==> config.mk <==
export PLATFORM = sky130hd
export DESIGN_NAME = uart_rx_mp
export DESIGN_NICKNAME = d
export VERILOG_FILES = /design/src/rtl/uart_pkg.sv /design/src/rtl/uart_rx_fifo.sv /design/src/rtl/uart_rx_mp.sv
export SDC_FILE = /design/constraint.sdc
export NUM_CORES = 1
export LEC_CHECK = 0
export BUFFER_PORTS_ARGS = -buffer_cell sky130_fd_sc_hd__buf_4
export CAP_MARGIN = 10
export CORE_AREA = 2 2 167 169
export CTS_CLUSTER_DIAMETER = 50
export DETAILED_ROUTE_END_ITERATION = 10
export DIE_AREA = 0 0 169 171
export GPL_TIMING_DRIVEN = 0
export PLACE_DENSITY = 0.66
export SYNTH_ARGS = -nofsm -noshare
export SYNTH_HDL_FRONTEND = slang
export SYNTH_SLANG_ARGS = --single-unit
==> constraint.sdc <==
create_clock -name sys_clk -period 4.46 [get_ports sys_clk]
set_input_delay 0.892 -clock sys_clk [delete_from_list [all_inputs] [get_ports sys_clk]]
set_output_delay 0.892 -clock sys_clk [all_outputs]
set_load 0.005 [all_outputs]
==> src/rtl/uart_pkg.sv <==
// Shared encodings for the multi-parameter UART receiver: parity modes, FSM states,
// FIFO entry layout and the 2-of-3 vote helper.
package uart_pkg;

    localparam logic [1:0] PAR_NONE = 2'd0;
    localparam logic [1:0] PAR_ODD  = 2'd1;
    localparam logic [1:0] PAR_EVEN = 2'd2;

    typedef enum logic [2:0] {
        ST_IDLE   = 3'd0,
        ST_START  = 3'd1,
        ST_DATA   = 3'd2,
        ST_PARITY = 3'd3,
        ST_STOP   = 3'd4
    } rx_state_t;

    localparam int DATA_LSB = 0;
    localparam int PERR     = 8;
    localparam int FERR     = 9;
    localparam int BRK      = 10;
    localparam int ENTRY_W  = 11;

    function automatic logic maj3(input logic a, input logic b, input logic c);
        return (a & b) | (a & c) | (b & c);
    endfunction

endpackage

==> src/rtl/uart_rx_fifo.sv <==
// First-word-fall-through FIFO for received frames; the head entry is visible
// combinationally whenever the FIFO is not empty.
module uart_rx_fifo
    import uart_pkg::*;
#(
    parameter int ENTRY_W = uart_pkg::ENTRY_W,
    parameter int FIFO_AW = 4
) (
    input  logic               sys_clk,
    input  logic               sys_rst_n,
    input  logic               i_wr,
    input  logic [ENTRY_W-1:0] i_wdata,
    input  logic               i_rd,
    output logic [ENTRY_W-1:0] o_rdata,
    output logic               o_full,
    output logic               o_empty,
    output logic [FIFO_AW:0]   o_level
);

    logic [ENTRY_W-1:0] r_mem [2**FIFO_AW];
    logic [FIFO_AW:0]   r_wr_ptr;
    logic [FIFO_AW:0]   r_rd_ptr;
    logic               w_wr_en;
    logic               w_rd_en;

    assign o_empty = (r_wr_ptr == r_rd_ptr);
    assign o_full  = (r_wr_ptr[FIFO_AW] != r_rd_ptr[FIFO_AW]) &&
                     (r_wr_ptr[FIFO_AW-1:0] == r_rd_ptr[FIFO_AW-1:0]);
    assign o_level = r_wr_ptr - r_rd_ptr;
    assign o_rdata = r_mem[r_rd_ptr[FIFO_AW-1:0]];

    // A pop frees the head slot in the same cycle, so a write while full is still safe.
    assign w_rd_en = i_rd && !o_empty;
    assign w_wr_en = i_wr && (!o_full || w_rd_en);

    always_ff @(posedge sys_clk or negedge sys_rst_n) begin
        if (!sys_rst_n) begin
            r_wr_ptr <= '0;
            r_rd_ptr <= '0;
        end else begin
            if (w_wr_en) r_wr_ptr <= r_wr_ptr + 1'b1;
            if (w_rd_en) r_rd_ptr <= r_rd_ptr + 1'b1;
        end
    end

    always_ff @(posedge sys_clk) begin
        if (w_wr_en) r_mem[r_wr_ptr[FIFO_AW-1:0]] <= i_wdata;
    end

endmodule

==> src/rtl/uart_rx_mp.sv <==
// Runtime-configurable UART receiver (5-8 data bits, parity, 1/2 stop bits) with
// 3-sample majority voting, per-frame error flags and a buffered FWFT output.
//
// state     | meaning
// ----------+-----------------------------------------------------------
// ST_IDLE   | waiting for a synchronised 1->0 edge, config latched on it
// ST_START  | voting the start bit; a majority 1 is treated as a glitch
// ST_DATA   | sampling N data bits LSB-first
// ST_PARITY | sampling and checking the parity bit
// ST_STOP   | sampling 1 or 2 stop bits; frame pushed at last vote
module uart_rx_mp
    import uart_pkg::*;
#(
    parameter int DIV_W   = 16,
    parameter int FIFO_AW = 4
) (
    input  logic               sys_clk,
    input  logic               sys_rst_n,
    input  logic               uart_rx,
    input  logic [DIV_W-1:0]   cfg_div,
    input  logic [1:0]         cfg_data_bits,
    input  logic [1:0]         cfg_parity,
    input  logic               cfg_stop2,
    output logic [7:0]         rx_data,
    output logic               rx_perr,
    output logic               rx_ferr,
    output logic               rx_brk,
    output logic               rx_valid,
    input  logic               rx_ready,
    output logic               rx_overrun,
    input  logic               clr_overrun,
    output logic               rx_busy,
    output logic [FIFO_AW:0]   fifo_level
);

    localparam logic [DIV_W-1:0] DIV_MIN = DIV_W'(8);

    rx_state_t          r_state;
    logic [1:0]         r_sync;
    logic               r_hist;
    logic [DIV_W-1:0]   r_cnt;
    logic [DIV_W-1:0]   r_div;
    logic [2:0]         r_nbits_m1;
    logic [1:0]         r_par;
    logic               r_stop2;
    logic [2:0]         r_idx;
    logic               r_s0;
    logic               r_s1;
    logic [7:0]         r_data;
    logic               r_perr;
    logic               r_ferr;
    logic               r_brk;
    logic               r_parbit;
    logic               r_brk_hold;
    logic               r_push;
    logic [ENTRY_W-1:0] r_entry;
    logic               r_overrun;

    logic               w_rx;
    logic               w_start;
    logic [DIV_W-1:0]   w_q;
    logic [DIV_W-1:0]   w_h;
    logic [DIV_W-1:0]   w_tq;
    logic               w_wrap;
    logic               w_at_tq;
    logic               w_vote;
    logic               w_par_en;
    logic               w_par_exp;
    logic               w_brk_n;
    logic               w_ferr_n;
    logic               w_pop;
    logic               w_full;
    logic               w_empty;
    logic [ENTRY_W-1:0] w_head;

    assign w_rx    = r_sync[1];
    assign w_start = r_hist && !w_rx && !r_brk_hold;

    assign w_q     = r_div >> 2;
    assign w_h     = r_div >> 1;
    assign w_tq    = w_q + w_h;
    assign w_wrap  = (r_cnt == r_div - DIV_W'(1));
    assign w_at_tq = (r_cnt == w_tq);
    assign w_vote  = maj3(r_s0, r_s1, w_rx);

    assign w_par_en  = (r_par == PAR_ODD) || (r_par == PAR_EVEN);
    assign w_par_exp = (r_par == PAR_ODD) ? ~^r_data : ^r_data;

    // Break needs an all-zero frame up to and including the first stop bit.
    assign w_brk_n  = r_brk || (!w_vote && r_idx == 3'd0 && r_data == 8'd0 && !r_parbit);
    assign w_ferr_n = r_ferr || !w_vote;

    always_ff @(posedge sys_clk or negedge sys_rst_n) begin
        if (!sys_rst_n) begin
            r_sync     <= 2'b11;
            r_hist     <= 1'b1;
        end else begin
            r_sync     <= {r_sync[0], uart_rx};
            r_hist     <= w_rx;
        end
    end

    always_ff @(posedge sys_clk or negedge sys_rst_n) begin
        if (!sys_rst_n) begin
            r_state    <= ST_IDLE;
            r_cnt      <= '0;
            r_div      <= DIV_MIN;
            r_nbits_m1 <= 3'd7;
            r_par      <= PAR_NONE;
            r_stop2    <= 1'b0;
            r_idx      <= 3'd0;
            r_s0       <= 1'b1;
            r_s1       <= 1'b1;
            r_data     <= 8'd0;
            r_perr     <= 1'b0;
            r_ferr     <= 1'b0;
            r_brk      <= 1'b0;
            r_parbit   <= 1'b0;
            r_brk_hold <= 1'b0;
            r_push     <= 1'b0;
            r_entry    <= '0;
        end else begin
            r_push <= 1'b0;
            if (r_state == ST_IDLE) begin
                if (w_rx) r_brk_hold <= 1'b0;
                if (w_start) begin
                    r_div      <= (cfg_div < DIV_MIN) ? DIV_MIN : cfg_div;
                    r_nbits_m1 <= {1'b1, cfg_data_bits};
                    r_par      <= cfg_parity;
                    r_stop2    <= cfg_stop2;
                    r_cnt      <= '0;
                    r_idx      <= 3'd0;
                    r_data     <= 8'd0;
                    r_perr     <= 1'b0;
                    r_ferr     <= 1'b0;
                    r_brk      <= 1'b0;
                    r_parbit   <= 1'b0;
                    r_state    <= ST_START;
                end
            end else begin
                r_cnt <= w_wrap ? '0 : r_cnt + DIV_W'(1);
                if (r_cnt == w_q) r_s0 <= w_rx;
                if (r_cnt == w_h) r_s1 <= w_rx;
                case (r_state)
                    ST_START: begin
                        if (w_at_tq && w_vote) r_state <= ST_IDLE;
                        else if (w_wrap)       r_state <= ST_DATA;
                    end
                    ST_DATA: begin
                        if (w_at_tq) r_data[r_idx] <= w_vote;
                        if (w_wrap) begin
                            if (r_idx == r_nbits_m1) begin
                                r_idx   <= 3'd0;
                                r_state <= w_par_en ? ST_PARITY : ST_STOP;
                            end else begin
                                r_idx <= r_idx + 3'd1;
                            end
                        end
                    end
                    ST_PARITY: begin
                        if (w_at_tq) begin
                            r_parbit <= w_vote;
                            r_perr   <= (w_vote != w_par_exp);
                        end
                        if (w_wrap) r_state <= ST_STOP;
                    end
                    ST_STOP: begin
                        if (w_at_tq) begin
                            r_ferr <= w_ferr_n;
                            r_brk  <= w_brk_n;
                            // Completing at the last vote leaves slack for the next start edge.
                            if (r_idx == {2'b00, r_stop2}) begin
                                r_push     <= 1'b1;
                                r_entry    <= {w_brk_n, w_ferr_n, r_perr, r_data};
                                r_brk_hold <= w_brk_n;
                                r_state    <= ST_IDLE;
                            end
                        end else if (w_wrap) begin
                            r_idx <= r_idx + 3'd1;
                        end
                    end
                    default: r_state <= ST_IDLE;
                endcase
            end
        end
    end

    assign w_pop = rx_ready && !w_empty;

    always_ff @(posedge sys_clk or negedge sys_rst_n) begin
        if (!sys_rst_n)                      r_overrun <= 1'b0;
        else if (r_push && w_full && !w_pop) r_overrun <= 1'b1;
        else if (clr_overrun)                r_overrun <= 1'b0;
    end

    uart_rx_fifo #(
        .ENTRY_W (ENTRY_W),
        .FIFO_AW (FIFO_AW)
    ) u_fifo (
        .sys_clk   (sys_clk),
        .sys_rst_n (sys_rst_n),
        .i_wr      (r_push),
        .i_wdata   (r_entry),
        .i_rd      (w_pop),
        .o_rdata   (w_head),
        .o_full    (w_full),
        .o_empty   (w_empty),
        .o_level   (fifo_level)
    );

    // Stale RAM contents stay hidden while the FIFO is empty.
    assign rx_valid   = !w_empty;
    assign rx_data    = w_empty ? 8'd0 : w_head[DATA_LSB +: 8];
    assign rx_perr    = !w_empty && w_head[PERR];
    assign rx_ferr    = !w_empty && w_head[FERR];
    assign rx_brk     = !w_empty && w_head[BRK];
    assign rx_overrun = r_overrun;
    assign rx_busy    = (r_state != ST_IDLE);

endmodule

==> results of run 1 <==
critical path, stage by stage, from the launching register on:
cell and delay (ns):
dfrtp_1 0.49, clkbuf_1 0.65, inv_1 0.10, ha_1 0.36, nand4_1 0.12, nor2_1 0.41
clkbuf_1 0.39, nor2b_1 0.10, buf_4 0.15
worst paths after layout:
kind                       slack (ns)  depth (start not counted)          startpoint            endpoint
max                              0.21                          8  u_fifo.r_rd_ptr[3]             rx_perr
min                              0.35                          0           r_sync[0]           r_sync[1]
max in group asynchronous        3.26                          1           sys_rst_n            r_div[1]
max reg2reg                      0.75                         10           r_div[13]           r_data[1]
min reg2reg                      0.35                          0           r_sync[0]           r_sync[1]
min in group asynchronous        0.50                          1           sys_rst_n  u_fifo.r_rd_ptr[3]
state kept, by name (all words and copies together) (netlist names), 2 cells and up:
name             flops
r_cnt               16
r_nbits_m1           2
r_sync               2
u_fifo.r_wr_ptr      5
u_fifo.r_rd_ptr      5
r_div               16
r_idx                3
r_data               8
r_entry             11
u_fifo.r_mem       176
r_state              3
r_par                2
kinds of logic (layout without fill, tap and decap cells):
| logic type | Yosys count | in the layout |
|---|---|---|
| flops | 260 | 260 |
| xor+xnor | 89 | 89 |
| buf+inv | 110 | 222 |
| mux | 70 | 70 |
| compound gates | 184 | 184 |
| fa+ha+maj | 51 | 51 |
| simple gates | 264 | 264 |
stage by stage:
step                      area [µm²]  hold slack [ns]
after floorplan                13400            0.345
after global placement         14200            0.346
after detailed placement       14300            0.348
after CTS                      15500            0.356
after global routing           15500            0.358
final                          15500            0.355
cell type report:
cell class / instances / share of cell area
well taps: 346 / 0.0280
flip-flops and latches: 260 / 0.478
inverters: 55 / 0.0133
multi-input cells: 658 / 0.356
clock buffers: 33 / 0.0512
clock inverters: 25 / 0.0235
repair buffers: 54 / 0.0279
plain buffers: 55 / 0.0218
repair_timing:
| item | CTS | global route |
|---|---|---|
| endpoints found under the setup margin | 12 | 11 |
| hold buffers | 0 | 0 |
| resized for setup | 12 | 2 |
routing by layer:
layer | share of wire | up-vias | global-route usage | wire length, µm
li1 | - | 4026 | - | -
met1 | 0.42 | 4270 | 0.282 | 12900
met2 | 0.51 | 229 | 0.391 | 15500
met3 | 0.044 | 65 | 0.0294 | 1350
met4 | 0.028 | 0 | 0.0650 | 873
met5 | 0 | - | 0 | 0
power groups by stage:
stage / clock, W / sequential [W] / combinational, W
6_report: 0.00281 / 0.00293 / 0.00354
2_1_floorplan: 0 / 0.00291 / 0.00267
3_3_place_gp: 0 / 0.00297 / 0.00343
4_1_cts: 0.00286 / 0.00293 / 0.00353
5_1_grt: 0.00297 / 0.00296 / 0.00390
3_5_place_dp: 0 / 0.00298 / 0.00347
layout by cell type (no fill, tap or decap), types with 5 or more instances in the layout:
| cell type | count |
|---|---|
| clkbuf_1 | 19 |
| a21o_1 | 8 |
| a22o_1 | 5 |
| bufinv_16 | 7 |
| o2111ai_1 | 7 |
| inv_1 | 54 |
| nor2_1 | 38 |
| buf_6 | 11 |
| xnor2_1 | 48 |
| nand2b_1 | 6 |
| dfrtp_1 | 76 |
| nor2b_1 | 16 |
| buf_4 | 50 |
| nand3_1 | 19 |
| dfstp_2 | 8 |
| mux4_2 | 55 |
| and3_1 | 10 |
| edfxtp_1 | 176 |
| o21ai_0 | 48 |
| o21ai_1 | 27 |
| nor3_2 | 5 |
| clkdlybuf4s15_2 | 5 |
| inv_6 | 7 |
| a21oi_1 | 26 |
| nand2_1 | 86 |
| nor3_1 | 20 |
| ha_1 | 48 |
| or3_1 | 5 |
| buf_2 | 18 |
| o31ai_1 | 7 |
| nor4_1 | 13 |
| clkbuf_16 | 31 |
| xor2_1 | 41 |
| mux2_4 | 8 |
| nand4_1 | 18 |
==> flow_summary.toml, run 1 <==
[final_layout]
final_cells = 1486
postLayoutCoreUtil = 0.567
antennaDiodeCount = 0
multi_input_area_um2 = 5520
fillers = 2244
layout.nets = 1191
area_growth_pct = 15.5
drive_gt1_frac = 0.222
regArea_um2 = 7400

[worst_hold_path]
hold_class = "reg -> reg"

[die]
rows = 61
initial_core_util = 0.490
core_area_um2 = 27300
chipHeight_um = 171
dieArea_um2 = 28900
die_w_um = 169
io_pins = 45

[synthesis]
syn_inst = 1028
synth_mux_area_frac = 0.107
synthXorXnorAreaFrac = 0.0582
syn_nets = 1104
synth-seq-cells = 260
ys.flop_type = "edfxtp_1"
synthTopCellsByCount = "edfxtp_1 (176), nand2_1 (86), dfrtp_1 (76)"
synthAdderAreaFrac = 0.0486
syn_area_per_cell_um2 = 13.0
ys_seq_area_frac = 0.552
synth_compound_area_frac = 0.0941
synthSimpleGateAreaFrac = 0.102
synth_area_leader_cell = "edfxtp_1"
synthArstFlopShare = 0.323
synth_area_leaders = "edfxtp_1 (39%), dfrtp_1 (14%), mux4_2 (9.2%), ha_1 (4.5%), xnor2_1 (3.1%)"
synth_top_family_by_area = "multiplexers"
synth.most_common_cell = "edfxtp_1"
yosysWarnings = 0
synth_edf_count = 176
synth_top_area_share = 0.394
synth.cell_area_um2 = 13400
yosysUniqueCellTypes = 96

[placement]
routabilityCongestion = 0.890
dp.cells = 1425
hpwl_mm = 21.9
place_ws_ns = 0.199
portBuffers = 44

[pwr]
intPower_w = 0.00592
p_per_area_nw_per_um2 = 599
power.net_switching_w = 0.00335
p_comb_frac = 0.381
power_w = 0.00928
peakVddDrop_uv = 409
seq_power_share = 0.316
clkPwrFrac = 0.303
total_leakage_power_nw = 6.38
switching_share = 0.362

[grt]
grt_max_degree = 85
antenna_found_initial = 0
track_usage = 0.219
grt_overflow_total = 0
grt_pass1_wl_mm = 48.7
grt_pass1_vias = 8647

[timing]
fin_setup_tns_ns = 0
slew_viol_final = 0
slew_headroom = 0.281
setup-violations-final = 0
worst_pin_slew_ns = 1.08
fin_ws_ns = 0.212
clock_skew_ns = 0.0133
finalCritPeriodShare = 0.952
fmax_mhz = 235
rsz0062_at_grt = "false"
fin_crit_ns = 4.25
hold_violations = 0

[worst_setup_path]
crit_fanout = 10
path_class = "reg -> out"
critPathCaptureType = "primary output"
start_kind = "register"
crit_required_ns = 3.57
cp.arrival_ns = 3.36

[clocking]
clock-sinks = 260
cts_tree = "yes"
clock_path_buffers = 3
cts.htree.levels = 1
cts_root_buf = "clkbuf_16"
cts_setup_buffers = 0
cts_made_buffers = 31
clock_latency_ns = 0.58
path_clk_slew_ns = 0.06

[run_status]
status = "complete, no violations"

[routing]
via_per_inst = 5.78
drtIter0Drc = 777
post-route-drc-count = 0
post_drt_wl_per_cell_um = 20.6
first_pass_iters = 5
vias = 8590
routed_wl_mm = 30.6
drt.antenna.violating_nets = 0

[flow_run]
maxCapViolations = 0
No activity file was read; power rests on OpenSTA's default activity.
==> run 2: changes to the inputs <==
--- a/config.mk
+++ b/config.mk
@@ -7,10 +7,10 @@
 export LEC_CHECK = 0
 export BUFFER_PORTS_ARGS = -buffer_cell sky130_fd_sc_hd__buf_4
 export CAP_MARGIN = 10
-export CORE_AREA = 2 2 167 169
+export CORE_AREA = 2 2 119 237
 export CTS_CLUSTER_DIAMETER = 50
 export DETAILED_ROUTE_END_ITERATION = 10
-export DIE_AREA = 0 0 169 171
+export DIE_AREA = 0 0 121 239
 export GPL_TIMING_DRIVEN = 0
 export PLACE_DENSITY = 0.66
 export SYNTH_ARGS = -nofsm -noshare
==> constraint.sdc (replaced) <==
create_clock -name sys_clk -period 4.9 [get_ports sys_clk]
set_input_delay 0.98 -clock sys_clk [delete_from_list [all_inputs] [get_ports sys_clk]]
set_output_delay 0.98 -clock sys_clk [all_outputs]
set_load 0.005 [all_outputs]
==> flow_summary.toml, run 2 (synthesis gave the netlist of run 1 again) <==
[run_status]
status = "complete, no violations"

[clocking]
cts_setup_buffers = 0
cts.htree.levels = 1
ctsResizeCount = 2
cts_tree = "yes"
clock-sinks = 260
path_clk_slew_ns = 0.06
clock_path_buffers = 3
cts_made_buffers = 26
clock_latency_ns = 0.55
cts_root_buf = "clkbuf_16"
hold_buffers = 0

[placement]
routabilityCongestion = 0.967
hpwl_mm = 22.4
portBuffers = 44
dp.cells = 1429

[grt]
track_usage = 0.225
grt_pass1_vias = 8757
grt_max_degree = 85
grt_pass1_wl_mm = 49.6
grt_overflow_total = 0
antenna_found_initial = 0

[final_layout]
postLayoutCoreUtil = 0.558
final_cells = 1482
area_growth_pct = 13.4
layout.nets = 1186
final_cell_mix = "edfxtp_1 (176), nand2_1 (86), dfrtp_1 (76)"
largest_reg_flops = 176
drive_gt1_frac = 0.209
mostFrequentLayoutCell = "edfxtp_1"
antennaDiodeCount = 0

[worst_setup_path]
critPathCaptureType = "primary output"
cpLargestDelayFamily = "buffers and inverters"
crit_required_ns = 3.92
cp_slowest_cell = "clkbuf_1"
cp_cell_sequence = "clkbuf_1 > clkbuf_2 > inv_1 > ha_1 > nand4_1 > nor2_1 > clkbuf_1 > nor2b_1 > buf_4"
path_class = "reg -> out"
cp_common_cell = "clkbuf_1"
critical-path-max-stage-delay_ns = 0.54
start_kind = "register"
crit_fanout = 10
cp_num_buf_inv = 5
cp.arrival_ns = 3.66

[routing]
via_per_inst = 5.83
drtIter0Drc = 562
first_pass_iters = 5
drt.antenna.violating_nets = 0
post-route-drc-count = 0
vias = 8646
routed_wl_mm = 31.6
post_drt_wl_per_cell_um = 21.3

[die]
die_w_um = 121
initial_core_util = 0.492
io_pins = 45
chipHeight_um = 239
core_area_um2 = 27200
rows = 86
dieArea_um2 = 28900

[flow_run]
maxCapViolations = 0

[timing]
finalCritPeriodShare = 0.947
rsz0062_at_grt = "false"
worst_pin_slew_ns = 1.28
slew_headroom = 0.143
slew_viol_final = 0
fmax_mhz = 215
clock_skew_ns = 0.0132
fin_crit_ns = 4.64
hold_violations = 0
setup-violations-final = 0
fin_setup_tns_ns = 0

[pwr]
peakVddDrop_uv = 333
total_leakage_power_nw = 6.23
p_per_area_nw_per_um2 = 524

[worst_hold_path]
hold_class = "in -> async"
-- run 2: changes by cell type in the layout (fill, tap and decap cells not counted), sizes merged --
cell / delta
clkinvlp: +1
clkinv: +2
bufinv: -5
clkbuf: +1
inv: -6
buf: +1
clkdlybuf4s15: -4
-- run 2: path summary, 6_finish.rpt --
check                                   startpoint            endpoint  slack [ns]  cells past startpoint
worst min register to register           r_sync[0]           r_sync[1]        0.36                      0
max in group asynchronous                sys_rst_n           r_sync[1]        3.91                      2
worst min-delay path                     sys_rst_n            r_div[1]        0.31                      1
worst max-delay path            u_fifo.r_rd_ptr[1]          rx_data[2]        0.26                      9
min in group sys_clk                     r_sync[0]           r_sync[1]        0.36                      0
worst max register to register  u_fifo.r_rd_ptr[2]  u_fifo.r_mem[4][1]        0.87                      9
-- run 2: stage by stage --
step / power [W] / hold slack [ns] / instance area (µm²) / setup slack [ns]
after floorplan: 0.00508 / 0.345 / 13400 / 1.42
after global placement: 0.00589 / 0.351 / 14200 / 0.280
after detailed placement: 0.00593 / 0.353 / 14200 / 0.561
after CTS: 0.00797 / 0.371 / 15100 / 0.000742
after global routing: 0.00842 / 0.325 / 15200 / 0.0402
final: 0.00796 / 0.311 / 15200 / 0.257
-- run 2: per-layer routing --
| metal | vias to the layer above | global-route usage | part of all wire |
|---|---|---|---|
| met3 | 52 | 0.0250 | 0.051 |
| met4 | 0 | 0.0719 | 0.026 |
| li1 | 4006 | - | - |
| met2 | 247 | 0.368 | 0.48 |
| met1 | 4341 | 0.313 | 0.44 |
| met5 | - | 0 | 0 |
-- run 2: worst reg2reg max path, cell delays in order (launching register included) --
cell and delay, ns:
dfrtp_1 0.43, inv_1 0.18, buf_1 0.76, ha_1 0.42
nand4_1 0.14, nor3_1 0.09, nor2b_1 0.12, clkbuf_1 0.29
nand2_1 0.20, nor2_1 1.00
-- run 2: area by class of cell --
cell class | count | area (µm²)
timing repair buffer | 54 | 444
buffer | 55 | 309
sequential | 260 | 7400
clock buffer | 31 | 699
fill | 2239 | 12000
multi-input combinational | 658 | 5520
tap | 352 | 440
clock inverter | 17 | 175
inverter | 55 | 206
-- run 2: power by group --
| part | switching, W | internal, W |
|---|---|---|
| sequential | 0.000227 | 0.00246 |
| clock | 0.000882 | 0.00114 |
| combinational | 0.00190 | 0.00134 |
| total | 0.00301 | 0.00495 |
